## src/rtl/rf_pkg.sv

```systemverilog
// Shared constants and types for the register-file write-port logic.
package rf_pkg;
  localparam int AW   = 5;
  localparam int DW   = 32;
  localparam int NREG = 32;

  typedef enum logic {ST_IDLE, ST_CLEAR} state_t;

  // r0 is hard-wired zero; writes aimed at it are swallowed.
  localparam logic [AW-1:0] ADDR_ZERO = '0;
endpackage

```

## src/rtl/rr_pick.sv

```systemverilog
// Combinational round-robin selector: search starts one past the last grant.
module rr_pick #(
  parameter int N  = 3,
  parameter int PW = (N > 1) ? $clog2(N) : 1
) (
  input  logic [N-1:0]  i_req,
  input  logic [PW-1:0] i_last,
  output logic [N-1:0]  o_gnt,
  output logic [PW-1:0] o_idx,
  output logic          o_any
);
  // Walk offsets from farthest to nearest so the nearest requester wins.
  always_comb begin
    int j;
    o_gnt = '0;
    o_idx = '0;
    o_any = 1'b0;
    j     = 0;
    for (int off = N; off >= 1; off--) begin
      j = (int'(i_last) + off) % N;
      if (i_req[j]) begin
        o_gnt    = '0;
        o_gnt[j] = 1'b1;
        o_idx    = PW'(j);
        o_any    = 1'b1;
      end
    end
  end
endmodule

```

## src/rtl/rf_wr_arbiter.sv

```systemverilog
// Register-file write-port arbiter with a clear sequencer for r1..r31.
module rf_wr_arbiter #(
  parameter int NREQ = 3,
  parameter int AW   = 5,
  parameter int DW   = 32
) (
  input  logic              clk,
  input  logic              rst_n,
  input  logic [NREQ-1:0]   req_valid,
  input  logic [NREQ*AW-1:0] req_addr,
  input  logic [NREQ*DW-1:0] req_data,
  output logic [NREQ-1:0]   req_ready,
  input  logic              clear_start,
  output logic              clear_busy,
  output logic              RFWr,
  output logic [AW-1:0]     A3,
  output logic [DW-1:0]     WD
);
  import rf_pkg::*;

  localparam int PW = (NREQ > 1) ? $clog2(NREQ) : 1;
  localparam logic [AW-1:0] LAST_REG = AW'(NREG - 1);

  state_t          r_state, w_state_nxt;
  logic [PW-1:0]   r_rr_ptr;
  logic [AW-1:0]   r_clr_idx;
  logic            r_rfwr;
  logic [AW-1:0]   r_a3;
  logic [DW-1:0]   r_wd;

  logic [NREQ-1:0] w_gnt;
  logic [PW-1:0]   w_idx;
  logic            w_any;
  logic            w_xfer;
  logic [AW-1:0]   w_addr;
  logic [DW-1:0]   w_data;

  rr_pick #(.N(NREQ), .PW(PW)) u_pick (
    .i_req  (req_valid),
    .i_last (r_rr_ptr),
    .o_gnt  (w_gnt),
    .o_idx  (w_idx),
    .o_any  (w_any)
  );

  assign w_addr = req_addr[int'(w_idx)*AW +: AW];
  assign w_data = req_data[int'(w_idx)*DW +: DW];

  // State register.
  always_ff @(posedge clk) begin
    if (!rst_n) r_state <= ST_IDLE;
    else        r_state <= w_state_nxt;
  end

  // Next state, grant and busy; a clear request masks all grants that cycle.
  always_comb begin
    w_state_nxt = r_state;
    req_ready   = '0;
    clear_busy  = 1'b0;
    w_xfer      = 1'b0;
    case (r_state)
      ST_IDLE: begin
        if (clear_start) begin
          w_state_nxt = ST_CLEAR;
        end else begin
          req_ready = w_gnt;
          w_xfer    = w_any;
        end
      end
      ST_CLEAR: begin
        clear_busy = 1'b1;
        if (r_clr_idx == LAST_REG) w_state_nxt = ST_IDLE;
      end
      default: w_state_nxt = ST_IDLE;
    endcase
    if (!rst_n) begin
      req_ready = '0;
      w_xfer    = 1'b0;
    end
  end

  // Round-robin pointer, clear index and registered write-port outputs.
  always_ff @(posedge clk) begin
    if (!rst_n) begin
      r_rr_ptr  <= PW'(NREQ - 1);
      r_clr_idx <= '0;
      r_rfwr    <= 1'b0;
      r_a3      <= '0;
      r_wd      <= '0;
    end else begin
      case (r_state)
        ST_IDLE: begin
          r_rfwr <= 1'b0;
          if (clear_start) begin
            r_clr_idx <= AW'(1);
          end else if (w_xfer) begin
            r_rr_ptr <= w_idx;
            if (w_addr != ADDR_ZERO) begin
              r_rfwr <= 1'b1;
              r_a3   <= w_addr;
              r_wd   <= w_data;
            end
          end
        end
        ST_CLEAR: begin
          r_rfwr    <= 1'b1;
          r_a3      <= r_clr_idx;
          r_wd      <= '0;
          r_clr_idx <= (r_clr_idx == LAST_REG) ? '0 : r_clr_idx + AW'(1);
        end
        default: r_rfwr <= 1'b0;
      endcase
    end
  end

  assign RFWr = r_rfwr;
  assign A3   = r_a3;
  assign WD   = r_wd;
endmodule

```

## config.mk

```make
export PLATFORM = sky130hd
export DESIGN_NAME = rf_wr_arbiter
export DESIGN_NICKNAME = d
export VERILOG_FILES = /design/src/rtl/rf_pkg.sv /design/src/rtl/rr_pick.sv /design/src/rtl/rf_wr_arbiter.sv
export SDC_FILE = /design/constraint.sdc
export NUM_CORES = 1
export LEC_CHECK = 0
export CORE_AREA = 2 2 89 91
export CTS_BUF_LIST = sky130_fd_sc_hd__clkbuf_4 sky130_fd_sc_hd__clkbuf_8
export CTS_CLUSTER_DIAMETER = 120
export DETAILED_ROUTE_END_ITERATION = 8
export DIE_AREA = 0 0 91 93
export PLACE_DENSITY = 0.87
export SYNTH_ARGS = -nofsm -noshare
export SYNTH_HDL_FRONTEND = slang
export SYNTH_SLANG_ARGS = --single-unit
```

## constraint.sdc

```tcl
create_clock -name clk -period 4.3 [get_ports clk]
set_clock_uncertainty 0.15 [all_clocks]
set_input_delay 0.645 -clock clk [delete_from_list [all_inputs] [get_ports clk]]
set_output_delay 0.645 -clock clk [all_outputs]
set_load 0.01 [all_outputs]
```

==> run metrics <==
status completed; Final period util 88.2%; number of synthesized flops with an enable pin 0; Area Overhead vs Synth 56.0%; total die area 8460 um^2; Crit. End Element output pin; min Tclk post-route 3790 ps; Total GRT Usage 21.7%; post_cts resized 0; drt drc 0; tightest hold margin 300 ps; Max Cap Viol 0; FF+latch count, synth 46; Syn Nets 479; async set-reset flop share out of synthesis 0%; PD cells 284 nW/um^2; per-cell routed wire length 15.2 um; library cells used by synthesis 53; Avg Vias per Cell 5.32; Buf+Inv Stages, Crit Path 3; initial antenna violation count 0; Pre-Repair DR Iteration Count 4; final setup vio count 0; synthesized area 3030 um^2; io pins 159; DP HPWL 7130 um; Layout Nets 625; Die X 91 um; post-route setup TNS 0 ps; Reg clk slew, reported paths 80 ps; RSZ-0062 raised after global routing false; Chip Height 93 um; cts hold-fix bufs 0; Max-slew headroom 39.7%; commonest non-fill, non-tap cell in the layout clkdlybuf4s50_1; leakage 1.89 nW; Routed Antenna Nets 0; vias in the first global route 3201; CP Class flip-flop to output pin; Initial DRC Count 120; kind of cell adding the most delay to the critical path buffers and inverters; Mapped Avg Cell Area 8.50 um^2; Least-Margin Pin Slew 901 ps; critical path launch point type flip-flop; global-route wire length before repair 14800 um; maximum buffer depth of the clock tree 2; cts bufs inserted 5; root buffer selected by CTS clkbuf_8; commonest cells after routing, fill and taps aside 158 x clkdlybuf4s50_1, 69 x nand2_1, 46 x dfxtp_1; clock sink count 46; vias 3211; TritonCTS clock tree done; post-layout util 62.7%; Initial Util 40.2%; CP Cell Sequence inv_1, ha_1, mux2i_1, o2111ai_1, o2111a_2, buf_4, nor3_1, clkdlybuf4s50_1; Syn Inst Count 356; Seq/Total Area, Yosys 30.4%; warnings from Yosys 0; final hold violation count 0; GPL Wtd Cong 0.881; worst skew pair latency 290 ps; Synth Flop Type dfxtp_1; max-slew violation count 0; slowest stage delay, CP 600 ps; maximum vdd drop 0.166 mV; largest net degree at the start of global routing 66; Max FO, Critical Path 11; Site Rows 32; Max Clock Freq 0.264 GHz; Slowest-stage cell, CP clkdlybuf4s50_1; Crit path required time 3500 ps; Critical Path AT 3000 ps; layout cells sized above 1 9.96%; htree depth 2; Hold Crit Class flip-flop to flip-flop; GRT overflow 0; WL final 9160 um; # port buffers 158; core area 7530 um^2; Post-CTS Setup Bufs 0; diode count 0
[state kept, by name (all words and copies together) (netlist names)]
| signal | cells |
|---|---|
| WD | 32 |
| A3 | 5 |
| r_clr_idx | 5 |
| r_rr_ptr | 2 |
| RFWr | 1 |
| r_state | 1 |
[layout make-up]
type                       count  area [um^2]
fill                         664         2810
multi-input combinational    278         1940
timing repair buffer         165         1630
sequential                    46          921
tap                          102          128
clock buffer                   5         68.8
inverter                       6         22.5
clock inverter                 2         10.0
[report_power, final]
group / total, mW / switching (mW) / internal, mW / leakage, nW
sequential: 0.480 / 0.0222 / 0.458 / 0.375
clock: 0.253 / 0.143 / 0.109 / 0.0438
combinational: 0.607 / 0.305 / 0.303 / 1.47
total: 1.34 / 0.470 / 0.870 / 1.89
[cells in the mapped netlist (all sizes together), types with 5 or more instances]
library cell  instances  area, um^2
a21oi                33         165
nor3                 11        55.1
mux2i                40         417
buf                  15         125
nor2                 21        78.8
clkbuf               11        41.3
nand2                69         259
o21ai                21         105
o211ai               33         383
ha                    6        75.1
inv                   5        18.8
dfxtp                46         921
[path summary, 6_finish.rpt]
kind                                          startpoint  depth (start not counted)  slack (ps)                   to
worst min register to register       WD[22]$_SDFFE_PN0P_                          2         300  WD[22]$_SDFFE_PN0P_
worst max register to register  r_rr_ptr[0]$_SDFFE_PN0P_                         11         590  WD[10]$_SDFFE_PN0P_
worst min-delay path                 WD[22]$_SDFFE_PN0P_                          2         300  WD[22]$_SDFFE_PN0P_
worst max-delay path            r_rr_ptr[0]$_SDFFE_PN0P_                          8         510         req_ready[1]
[worst min-delay path: stages, from the launching register on]
cell and delay [ps]:
dfxtp_1 310, nand2_1 50, o21ai_1 50
[metal layers]
| metal | vias up | share of wire (%) | global-route usage [%] | wire [um] |
|---|---|---|---|---|
| met5 | - | 0 | 0 | 0 |
| met4 | 0 | 2.8 | 8.84 | 252 |
| met3 | 19 | 9.0 | 7.57 | 823 |
| met2 | 139 | 50 | 39.5 | 4570 |
| met1 | 1463 | 38 | 22.7 | 3510 |
| li1 | 1590 | - | - | - |
[cell families after synthesis]
group / share of synthesized area [%]
compound gates: 30.3
fa+ha+maj: 2.48
buf+inv: 6.24
flops: 30.4
mux: 13.8
simple gates: 16.8
[through the flow]
step                      total power [mW]  setup WS, ps  instance area [um^2]  std cells
final                                 1.34           509                  4720        604
after global routing                  1.42           330                  4720        604
after CTS                             1.35           514                  4720        604
after detailed placement              1.10           295                  4640        597
after global placement                1.08           444                  4640        597
after floorplan                      0.870          1120                  3030        356
(Power assumes the default switching activity.)
